`config.mk`:
```
export PLATFORM = sky130hd
export DESIGN_NAME = uart_rx_fifo
export DESIGN_NICKNAME = d
export VERILOG_FILES = /design/src/rtl/uart_rx_fifo.sv
export SDC_FILE = /design/constraint.sdc
export NUM_CORES = 1
export LEC_CHECK = 0
export CAP_MARGIN = 20
export CORE_MARGIN = 8
export CORE_UTILIZATION = 56
export CTS_CLUSTER_SIZE = 24
export DETAILED_ROUTE_END_ITERATION = 8
export PLACE_DENSITY_LB_ADDON = 0.3
export SLEW_MARGIN = 20
export SYNTH_ARGS = -nofsm -noshare
export SYNTH_HDL_FRONTEND = slang
export SYNTH_SLANG_ARGS = --single-unit
```
`constraint.sdc`:
```
create_clock -name CLK -period 3.2 [get_ports CLK]
set_input_delay 0.96 -clock CLK [delete_from_list [all_inputs] [get_ports CLK]]
set_output_delay 0.96 -clock CLK [all_outputs]
set_load 0.02 [all_outputs]
```
`src/rtl/uart_rx_fifo.sv`:
```
// rtl/uart_rx_fifo.sv - 8N1 UART receiver with mid-bit sampling feeding a first-word-fall-through FIFO
module uart_rx_fifo #(
  parameter int CLOCK_FREQUENCY = 100_000_000,
  parameter int BAUD_RATE       = 115200,
  parameter int FIFO_DEPTH      = 16
) (
  input  logic                               CLK,
  input  logic                               RST_N,
  input  logic                               RXD,
  output logic [7:0]                         M_DATA,
  output logic                               M_VALID,
  input  logic                               M_READY,
  output logic                               FRAME_ERR,
  output logic                               OVERFLOW,
  output logic [$clog2(FIFO_DEPTH+1)-1:0]    LEVEL
);

  localparam int DIV  = CLOCK_FREQUENCY / BAUD_RATE;
  localparam int HALF = DIV / 2;
  localparam int CW   = $clog2(DIV);
  localparam int AW   = $clog2(FIFO_DEPTH);
  localparam int PW   = AW + 1;

  typedef enum logic [2:0] {S_IDLE, S_START, S_DATA, S_STOP, S_BREAK} state_t;

  state_t          state_q, state_d;
  logic [CW-1:0]   cnt_q, cnt_d;
  logic [2:0]      idx_q, idx_d;
  logic [7:0]      shift_q, shift_d;
  logic            rxd_meta_q, rxd_s_q;
  logic            frame_err_q, frame_err_d;
  logic            overflow_q, overflow_d;
  logic            push;

  logic [7:0]      mem_q [FIFO_DEPTH];
  logic [PW-1:0]   wptr_q, rptr_q;
  logic            full, empty, pop, wr_en;

  always_ff @(posedge CLK) begin
    if (!RST_N) begin
      rxd_meta_q  <= 1'b1;
      rxd_s_q     <= 1'b1;
      state_q     <= S_IDLE;
      cnt_q       <= '0;
      idx_q       <= '0;
      shift_q     <= '0;
      frame_err_q <= 1'b0;
      overflow_q  <= 1'b0;
    end else begin
      rxd_meta_q  <= RXD;
      rxd_s_q     <= rxd_meta_q;
      state_q     <= state_d;
      cnt_q       <= cnt_d;
      idx_q       <= idx_d;
      shift_q     <= shift_d;
      frame_err_q <= frame_err_d;
      overflow_q  <= overflow_d;
    end
  end

  always_comb begin
    state_d     = state_q;
    cnt_d       = cnt_q;
    idx_d       = idx_q;
    shift_d     = shift_q;
    push        = 1'b0;
    frame_err_d = 1'b0;
    case (state_q)
      S_IDLE: begin
        if (!rxd_s_q) begin
          state_d = S_START;
          cnt_d   = '0;
        end
      end
      S_START: begin
        if (cnt_q == CW'(HALF - 1)) begin
          cnt_d   = '0;
          idx_d   = '0;
          state_d = rxd_s_q ? S_IDLE : S_DATA;
        end else begin
          cnt_d = cnt_q + CW'(1);
        end
      end
      S_DATA: begin
        if (cnt_q == CW'(DIV - 1)) begin
          cnt_d   = '0;
          shift_d = {rxd_s_q, shift_q[7:1]};
          if (idx_q == 3'd7) state_d = S_STOP;
          else               idx_d   = idx_q + 3'd1;
        end else begin
          cnt_d = cnt_q + CW'(1);
        end
      end
      S_STOP: begin
        // Leaving at mid stop bit leaves half a bit of slack for a back-to-back start edge.
        if (cnt_q == CW'(DIV - 1)) begin
          cnt_d = '0;
          if (rxd_s_q) begin
            push    = 1'b1;
            state_d = S_IDLE;
          end else begin
            frame_err_d = 1'b1;
            state_d     = S_BREAK;
          end
        end else begin
          cnt_d = cnt_q + CW'(1);
        end
      end
      S_BREAK: begin
        if (rxd_s_q) state_d = S_IDLE;
      end
      default: state_d = S_IDLE;
    endcase
  end

  // Pointer MSB differs and the rest matches only when full.
  assign empty      = (wptr_q == rptr_q);
  assign full       = (wptr_q == {~rptr_q[AW], rptr_q[AW-1:0]});
  assign pop        = M_VALID & M_READY;
  assign wr_en      = push & (~full | pop);
  assign overflow_d = push & full & ~pop;

  always_ff @(posedge CLK) begin
    if (!RST_N) begin
      wptr_q <= '0;
      rptr_q <= '0;
      for (int i = 0; i < FIFO_DEPTH; i++) mem_q[i] <= '0;
    end else begin
      if (wr_en) mem_q[wptr_q[AW-1:0]] <= shift_q;
      wptr_q <= wptr_q + PW'(wr_en);
      rptr_q <= rptr_q + PW'(pop);
    end
  end

  assign M_DATA    = mem_q[rptr_q[AW-1:0]];
  assign M_VALID   = ~empty;
  assign LEVEL     = wptr_q - rptr_q;
  assign FRAME_ERR = frame_err_q;
  assign OVERFLOW  = overflow_q;

endmodule

```
==> metrics, run 1 <==
HPWL Detailed=between 10 and 15 mm; register area share after synthesis=0.5824; fraction of layout cells with a size suffix above 1=0.1848; port buffer count=19; Hold Buf Count CTS=0; CP Data Arrival Time=2.18 ns; die height=between 100 and 150 um; Max clock buf depth=2; starting DRC count in detailed routing=about 500; Synth cell types=50; Main synth FF type=edfxtp_1; number of global-route vias before repair=approximately 5.2k; setup ws final=0.06450 ns; ant diodes=0; antenna-violating nets left=0; Peak supply drop=between 0.4 and 0.5 mV; clock slew at reported path FFs=0.06 ns; initial antenna violation count=0; Tcrit/Tclk final=0.9798; met1 wire length=7.121 mm; max-cap viol count=0; drt total wl=~18 mm; final hold slack=a little over 0.4 ns; Lkg Pwr=~3.2 nW; share of the core filled with cells=0.6503; Clock Skew=roughly 0.0062 ns; largest net degree at the start of global routing=47; clock sinks=166; std cell rows=43; async set-reset flop share out of synthesis=0; Gate Count Post-Synth=646; Final Cell Area=8992 sq um; Yosys top cell area share=0.4862; Synthesis Warnings=0; met3 WL=1.043 mm; worst skew pair latency=0.43 ns; met2 wire length=9.150 mm; Total Routing Usage GR=0.2052; drt via density=about 6; largest cells by area after synthesis=edfxtp_1, dfxtp_1, mux4_2, and3_1, nor2_1; crit path launch type=flip-flop; Core Region=~14000 sq um; Rel. slew slack=0.3717; most common cell in the netlist=edfxtp_1; worst setup path category=reg -> out; syn_nets=663; DP Worst Slack=around 0.17 ns; via count=between 5k and 6k; Worst-Margin Slew=~0.94 ns; GRT overflow=0; top cells by count, synth=edfxtp_1, nor2_1, nand2_1; outcome=completed; HP Class=reg -> reg; Pins Over Slew Limit=0; CTS tree=built; DR WL/cell=20.53 um; num ports=20; CP Data Required Time=2.24 ns; synth-to-layout area growth=13.74%; Mapped Area=roughly 7900 sq um; Placed Area=between 8000 and 9000 sq um; min Tclk post-route=about 3.1 ns; Worst Path Max Fanout=12; final-stage net count=between 600 and 700; first drt pass iteration count=5; H-tree depth=4; Placer Congestion=~0.83; Setup TNS Final=0 ns; root buf cell=clkbuf_16; Pwr Density=between 500 and 600 nW/um^2; fmax=~320 MHz; Yosys reg bits=between 150 and 200; Final setup viols=0; die width=approximately 130 um; Worst setup EP type=output port; Die Footprint=18180 sq um; Num CTS Buffers=17; Highest Signal Layer=met4; Yosys top cell by area=edfxtp_1; syn_area_per_cell=12.24 sq um; endpoints failing hold=0; Initial Utilization=0.5718; DRC viols=0; number of flops mapped to enable cells by yosys=between 100 and 150; global-route wire length before repair=around 28 mm
[worst max-delay path: stages, from the launching register on]
cell and delay, ns:
dfxtp_4 0.40, buf_12 0.18, mux4_2 0.52, nand2_1 0.08, and3_1 0.17, a31oi_1 0.04, dlygate4sd2_1 0.34
[power by group]
part | total, mW | internal, mW | switching [mW]
registers | 2.47 | 2.41 | 0.0570
clock network | 1.87 | 1.06 | 0.812
logic | 0.234 | 0.0986 | 0.135
[cells by family (layout without fill, tap and decap cells)]
group | Yosys count | in the layout | synth area share
and+or+nand+nor | 304 | 304 | 0.2016
DFF | 166 | 166 | 0.5824
buffers and inverters | 59 | 95 | 0.03292
muxes | 46 | 46 | 0.1089
AOI/OAI and AO/OA | 39 | 39 | 0.03070
xor gates and xnor gates | 19 | 19 | 0.02200
adders and majority gates | 13 | 13 | 0.02152
[sequential cells by signal, summed over array words and instances (netlist names)]
name / cells
mem_q: 128
cnt_q: 10
shift_q: 8
rptr_q: 5
wptr_q: 5
idx_q: 3
state_q: 3
FRAME_ERR: 1
OVERFLOW: 1
rxd_meta_q: 1
rxd_s_q: 1
[final cells by class]
cell class	count	area [sq um]
multi-input combinational	421	3108
inverter	14	52.55
timing repair buffer	49	470.5
clock buffer	22	444.2
sequential	166	4609
fill	986	4835
clock inverter	10	82.58
tap	180	225.2
[path summary, 6_finish.rpt]
kind | startpoint | end | slack, ns | cells after the start
setup / recovery | rptr_q[0] | M_DATA[2] | 0.06 | 6
setup reg to reg | cnt_q[0] | mem_q[1][5] | 0.48 | 7
hold / removal | rxd_meta_q | rxd_s_q | 0.41 | 1
hold reg to reg | rxd_meta_q | rxd_s_q | 0.41 | 1
[routing by layer]
layer,up-vias,global-route usage
met5,-,0
li1,2394,-
met2,173,0.3470
met4,0,0.09170
met1,2549,0.2457
met3,33,0.04606
[layout by cell type (no fill, tap or decap), drive strengths merged, types with 3 or more instances in the layout]
cell and n:
a21oi 8, a31oi 9, and2 14, and3 58
buf 33, clkbuf 23, clkdlybuf4s15 3, clkdlybuf4s50 6
clkinv 9, dfxtp 38, dlygate4sd2 6, edfxtp 128
ha 12, inv 13, mux2i 14, mux4 32
nand2 75, nand2b 5, nand3 10, nand4 7
nor2 103, nor2b 12, nor3b 4, nor4 4
o21ai 13, o31ai 4, xnor2 10, xor2 9
[metrics by stage]
step / power [mW] / std cells
2_1_floorplan: 2.668 / 646
3_3_place_gp: 2.731 / 828
3_5_place_dp: 2.749 / 828
4_1_cts: 4.584 / 861
5_1_grt: 4.707 / 862
6_report: 4.573 / 862
[repair_timing]
action | CTS | global route
resized for setup | 22 | 7
cloned | 1 | 0
buffers inserted | 0 | 1
setup endpoints to repair | 12 | 8
Power figures use the tool's default switching activity.
==> run 2, diff against run 1 <==
SETUP_SLACK_MARGIN = 0.3   (was not set)
==> run 2 against run 1 <==
Net effect: core utilization is 2.5 points higher; sequential power hardly changed; cell count is 0.93% higher; worst hold slack worse by 0.00066 ns; largest power group unchanged.
==> metrics, run 2 (same netlist as run 1, synthesis figures left out) <==
outcome=completed; Total Power=4.723 mW (+3.3%); met2 wire length=9.133 mm (-0.19%); ant diodes=0 (unchanged); unrepaired setup endpoints after global routing=true; min Tclk post-route=3.041 ns (-0.09488 ns); fmax=328.9 MHz (+3.1%); drt total wl=17.85 mm (+0.86%); Sw Pwr=1.053 mW (+4.9%); largest reg by FF count=mem_q; Total Routing Usage GR=0.2080 (+0.002764); port buffer count=19 (unchanged); Clock Skew=0.009529 ns (+0.003292 ns); Initial Utilization=0.5718 (unchanged); HP Class=reg -> reg; combinational group share of total power=0.053 (+0.002); CTS tree=built; CP max-delay cell=mux4_2; max reg flops=128 (unchanged); commonest non-fill, non-tap cell in the layout=edfxtp_1; die width=134.8 um (unchanged); met3 WL=1.443 mm (+38%); Pins Over Slew Limit=0 (unchanged); H-tree depth=4 (unchanged); HPWL Detailed=12.35 mm (-1.7%); endpoints failing hold=0 (unchanged); met1 wire length=6.934 mm (-2.6%); DRC viols=0 (unchanged); Pwr Density=506.2 nW/um^2 (-0.46%); Final setup viols=0 (unchanged); Max clock buf depth=2 (unchanged); Highest Signal Layer=met4; Worst Path Max Fanout=8 (-4); Core Region=13830 sq um (unchanged); largest net degree at the start of global routing=47 (unchanged); synth-to-layout area growth=18.03%; initial antenna violation count=0 (unchanged); Die Footprint=18180 sq um (unchanged); number of global-route vias before repair=5227 (+0.15%); crit path launch type=flip-flop; Clk pwr share=0.426 (+0.017); Sw Ratio=0.2228 (+0.003350); antenna-violating nets left=0 (unchanged); root buf cell=clkbuf_16; global-route wire length before repair=28.69 mm (+1.2%); Peak supply drop=0.3919 mV (-12%); starting DRC count in detailed routing=570 (+11%); num ports=20 (unchanged); fraction of layout cells with a size suffix above 1=0.2565 (+0.07177); worst setup path category=reg -> out; Tcrit/Tclk final=0.9502 (-0.02965); Placer Congestion=0.8952 (+7.3%); crit-path cells=buf_12, buf_16, mux4_2, nand2_2, and3_4, a31oi_1, buf_4; CP Data Required Time=2.24 ns (about the same); FILL cells=950 (-3.7%); die height=134.8 um (unchanged); DR WL/cell=20.52 um (about the same); worst skew pair latency=0.43 ns (about the same); drt via density=5.978 (about the same); max-cap viol count=0 (unchanged); Worst-Margin Slew=0.9814 ns (+0.04245 ns); Worst path max stage delay=0.53 ns (about the same); std cell rows=43 (unchanged); most frequent cells in the layout=edfxtp_1, nor2_1, nand2_1; Num CTS Buffers=17 (unchanged); first drt pass iteration count=5 (unchanged); CP Data Arrival Time=2.08 ns (-0.10 ns); Setup TNS Final=0 ns (unchanged); Internal=3.671 mW (+2.8%); Hold Buf Count CTS=0 (unchanged); clock sinks=166 (unchanged); GRT overflow=0 (unchanged); Rel. slew slack=0.3433 (-0.02840); Regs by FF count=mem_q x128, cnt_q x10, shift_q x8; Worst setup EP type=output port; Lkg Pwr=3.308 nW (+3.0%); final-stage net count=694 (+1.2%); Flop pwr share=0.521 (-0.018); via count=5201 (+1.0%); clock slew at reported path FFs=0.06 ns (about the same)
run 2: cell types whose count changed in the layout (fill, tap and decap cells not counted), moves of 3 or more:
cell,delta
a31oi_1,-6
a31oi_4,+4
and3_1,-8
and3_4,+8
buf_4,+8
buf_6,+8
clkbuf_1,-5
clkdlybuf4s15_1,-3
clkinv_1,-3
clkinvlp_4,+4
dlygate4sd2_1,-6
nand2_1,-4
nand2_2,+4
o21ai_4,+3
run 2: routing by layer:
layer / global-route usage / up-vias
li1: - / 2397
met1: 0.2569 / 2562
met2: 0.3442 / 211
met3: 0.05015 / 31
met4: 0.08359 / 0
met5: 0 / -
run 2: through the flow:
stage | hold WS, ns | util | std cells | worst slack, ns | cell area (sq um)
final | 0.4114 | 0.6749 | 870 | 0.1594 | 9331
after global placement | 0.3902 | 0.6119 | 827 | 0.2141 | 8461
after floorplan | 0.3863 | - | 646 | 0.3091 | 8020
after detailed placement | 0.3972 | 0.6119 | 827 | 0.1885 | 8461
after global routing | 0.4503 | 0.6749 | 870 | 0.09900 | 9331
after CTS | 0.4118 | 0.6701 | 868 | 0.06910 | 9265
run 2: critical path: cells and delay by family (launching register included):
kind	cells	cell delay (ns)
buf+inv	3	0.42
simple gates	2	0.25
mux	1	0.53
flops	1	0.40
compound gates	1	0.04
run 2: final timing paths:
kind	depth (start not counted)	slack [ns]	start	endpoint
max	7	0.16	rptr_q[0]	M_DATA[5]
min	1	0.41	rxd_meta_q	rxd_s_q
max reg2reg	7	0.60	cnt_q[0]	mem_q[14][1]
min reg2reg	1	0.41	rxd_meta_q	rxd_s_q
run 2: layout make-up:
| cell class | count | area [sq um] | area share |
|---|---|---|---|
| clock inverters | 15 | 155.1 | 0.01663 |
| repair buffers | 57 | 575.6 | 0.06168 |
| clock buffers | 17 | 425.4 | 0.04559 |
| flip-flops and latches | 166 | 4613 | 0.4944 |
| multi-input cells | 421 | 3279 | 0.3514 |
| inverters | 14 | 57.56 | 0.006168 |
| well taps | 180 | 225.2 | 0.02414 |
run 2: timing repair:
item / CTS / global route
pin swaps: 9 / 9
buffers inserted: 7 / 2
gates resized for setup: 87 / 25
setup endpoints to repair: 13 / 12
cloned: 2 / 0
endpoints found under the hold margin: 0 / 0
run 2: power by group through the flow:
| stage | logic (mW) | registers [mW] | clock network [mW] |
|---|---|---|---|
| floorplan | 0.190 | 2.48 | 0 |
| global placement | 0.230 | 2.50 | 0 |
| detailed placement | 0.239 | 2.51 | 0 |
| CTS | 0.247 | 2.46 | 2.03 |
| global route | 0.274 | 2.47 | 2.12 |
| finish | 0.250 | 2.46 | 2.01 |
==> run 3, diff against run 2 <==
REMOVE_ABC_BUFFERS = 1   (was not set)
clock period = 3.5 ns   (was 3.2 ns; I/O delays follow)
==> run 3 against run 2 <==
Net effect: non-clock buffer count is 7 higher; sequential share of layout area up 1.5 points; sequential cell count did not move; final area fell by 3.0%; wire length down 0.80%; register-to-register slack better by 0.30 ns.
==> metrics, run 3 (same netlist as run 1, synthesis figures left out) <==
synth-to-layout area growth=14.45%; Rel. slew slack=0.3896 (+0.04623); crit path launch type=flip-flop; clock slew at reported path FFs=0.06 ns (about the same); HPWL Detailed=12.67 mm (+2.6%); Peak supply drop=0.2962 mV (-24%); commonest non-fill, non-tap cell in the layout=edfxtp_1; max-cap viol count=0 (unchanged); CP Data Required Time=2.45 ns (+0.21 ns); Core Region=13830 sq um (unchanged); Pins Over Slew Limit=0 (unchanged); Regs by FF count=mem_q x128, cnt_q x10, shift_q x8; Lkg Pwr=3.283 nW (-0.75%); starting DRC count in detailed routing=624 (+9.5%); antenna-violating nets left=0 (unchanged); outcome=completed; unrepaired setup endpoints after global routing=false; worst setup path category=reg -> out; Die Footprint=18180 sq um (unchanged); number of global-route vias before repair=5233 (+0.11%); Worst Setup EP=M_DATA[5]; most frequent cells in the layout=edfxtp_1, nor2_1, nand2_1; H-tree depth=4 (unchanged); Num CTS Buffers=17 (unchanged); clock sinks=166 (unchanged); port buffer count=19 (unchanged); worst skew pair latency=0.42 ns (about the same); Total Routing Usage GR=0.2043 (-0.003711); CP max-delay cell=mux4_2; min Tclk post-route=3.083 ns; final-stage net count=701 (+1.0%); Worst setup EP type=output port; HP Class=reg -> reg; root buf cell=clkbuf_16; die height=134.8 um (unchanged); worst r2r path cells=8 (+1); fmax=~320 MHz; Tcrit/Tclk final=0.8807; Pwr Density=475.2 nW/um^2 (-6.1%); Worst-Margin Slew=0.9123 ns (-0.06909 ns); Initial Utilization=0.5718 (unchanged); fraction of layout cells with a size suffix above 1=0.1983 (-0.05825); CTS tree=built; Clock Skew=0.009308 ns (-0.0002217 ns); reg-to-reg endpoint=mem_q[9][6]; drt total wl=17.71 mm (-0.80%); worst r2r src=rptr_q[1]; GRT overflow=0 (unchanged); die width=134.8 um (unchanged); Max clock buf depth=2 (unchanged); CP startpoint=rptr_q[0]; R2R Setup Slk=0.90 ns (+0.30 ns); DR WL/cell=20.22 um (-1.5%); via count=5222 (+0.40%); CP Data Arrival Time=2.03 ns (-0.05 ns); max reg flops=128 (unchanged); largest reg by FF count=mem_q; Worst path max stage delay=0.50 ns (-0.03 ns); global-route wire length before repair=28.28 mm (-1.4%); num ports=20 (unchanged); largest net degree at the start of global routing=47 (unchanged); Worst Path Max Fanout=15 (+7); ant diodes=0 (unchanged); first drt pass iteration count=5 (unchanged); Setup TNS Final=0 ns (unchanged); drt via density=5.961 (-0.28%); crit-path cells=buf_12, buf_4, mux4_2, nand2_1, a31oi_1, buf_2; share of the core filled with cells=0.6544 (-0.02045); Final setup viols=0 (unchanged); std cell rows=43 (unchanged); initial antenna violation count=0 (unchanged); DRC viols=0 (unchanged); endpoints failing hold=0 (unchanged); Placer Congestion=0.8604 (-3.9%)
==> run 3: layer usage <==
layer / GRT usage / part of all wire / up-vias
li1: - / - / 2410
met2: 0.3420 / 0.51 / 230
met1: 0.2528 / 0.39 / 2551
met4: 0.08983 / 0.021 / 0
met5: 0 / 0 / -
met3: 0.03863 / 0.074 / 31
==> run 3: final cells by class <==
cell class,instances,area [sq um]
fill,986,4778
sequential,166,4608
multi-input combinational,421,3057
timing repair buffer,64,534.3
clock buffer,20,436.7
tap,180,225.2
clock inverter,11,133.9
inverter,14,53.80
==> run 3: what timing repair did <==
action                                  in CTS  in global routing
buffers inserted                             1                  9
hold buffers                                 0                  0
resized for setup                           48                 14
gates cloned                                 0                  0
pin swaps                                    1                  0
endpoints found under the setup margin      13                 10
==> run 3: worst max-delay path, delay by kind of cell (launching register included) <==
kind	cells	cell delay, ns
buffers and inverters	3	0.49
multiplexers	1	0.50
AO/OA/AOI/OAI	1	0.12
flip-flops	1	0.41
AND/OR/NAND/NOR	1	0.09
==> run 3: power breakdown <==
part	internal, mW	switching, mW	total, mW
Sequential	2.20	0.0507	2.25
Clock	1.11	0.713	1.82
Combinational	0.0956	0.129	0.224
Total	3.41	0.892	4.30
==> run 3: worst min-delay path by stage <==
stage,startpoint,to,slack (ns),cells after the start
3_3_place_gp,rxd_meta_q,rxd_s_q,0.40,1
6_report,rxd_meta_q,rxd_s_q,0.42,1
5_1_grt,rxd_meta_q,rxd_s_q,0.43,1
3_5_place_dp,rxd_meta_q,rxd_s_q,0.40,1
2_1_floorplan,rxd_meta_q,rxd_s_q,0.39,1
4_1_cts,rxd_meta_q,rxd_s_q,0.42,1
==> run 3: stage by stage <==
stage	hold WS, ns	area [sq um]	setup slack [ns]	total power [mW]	std cells
after floorplan	0.3863	7699	-0.8698	2.424	601
after global placement	0.3972	8403	0.3164	2.504	835
after detailed placement	0.3971	8403	0.2925	2.524	835
after CTS	0.4187	9009	0.2763	4.321	867
after global routing	0.4326	9049	0.3264	4.422	876
final	0.4201	9049	0.4174	4.299	876
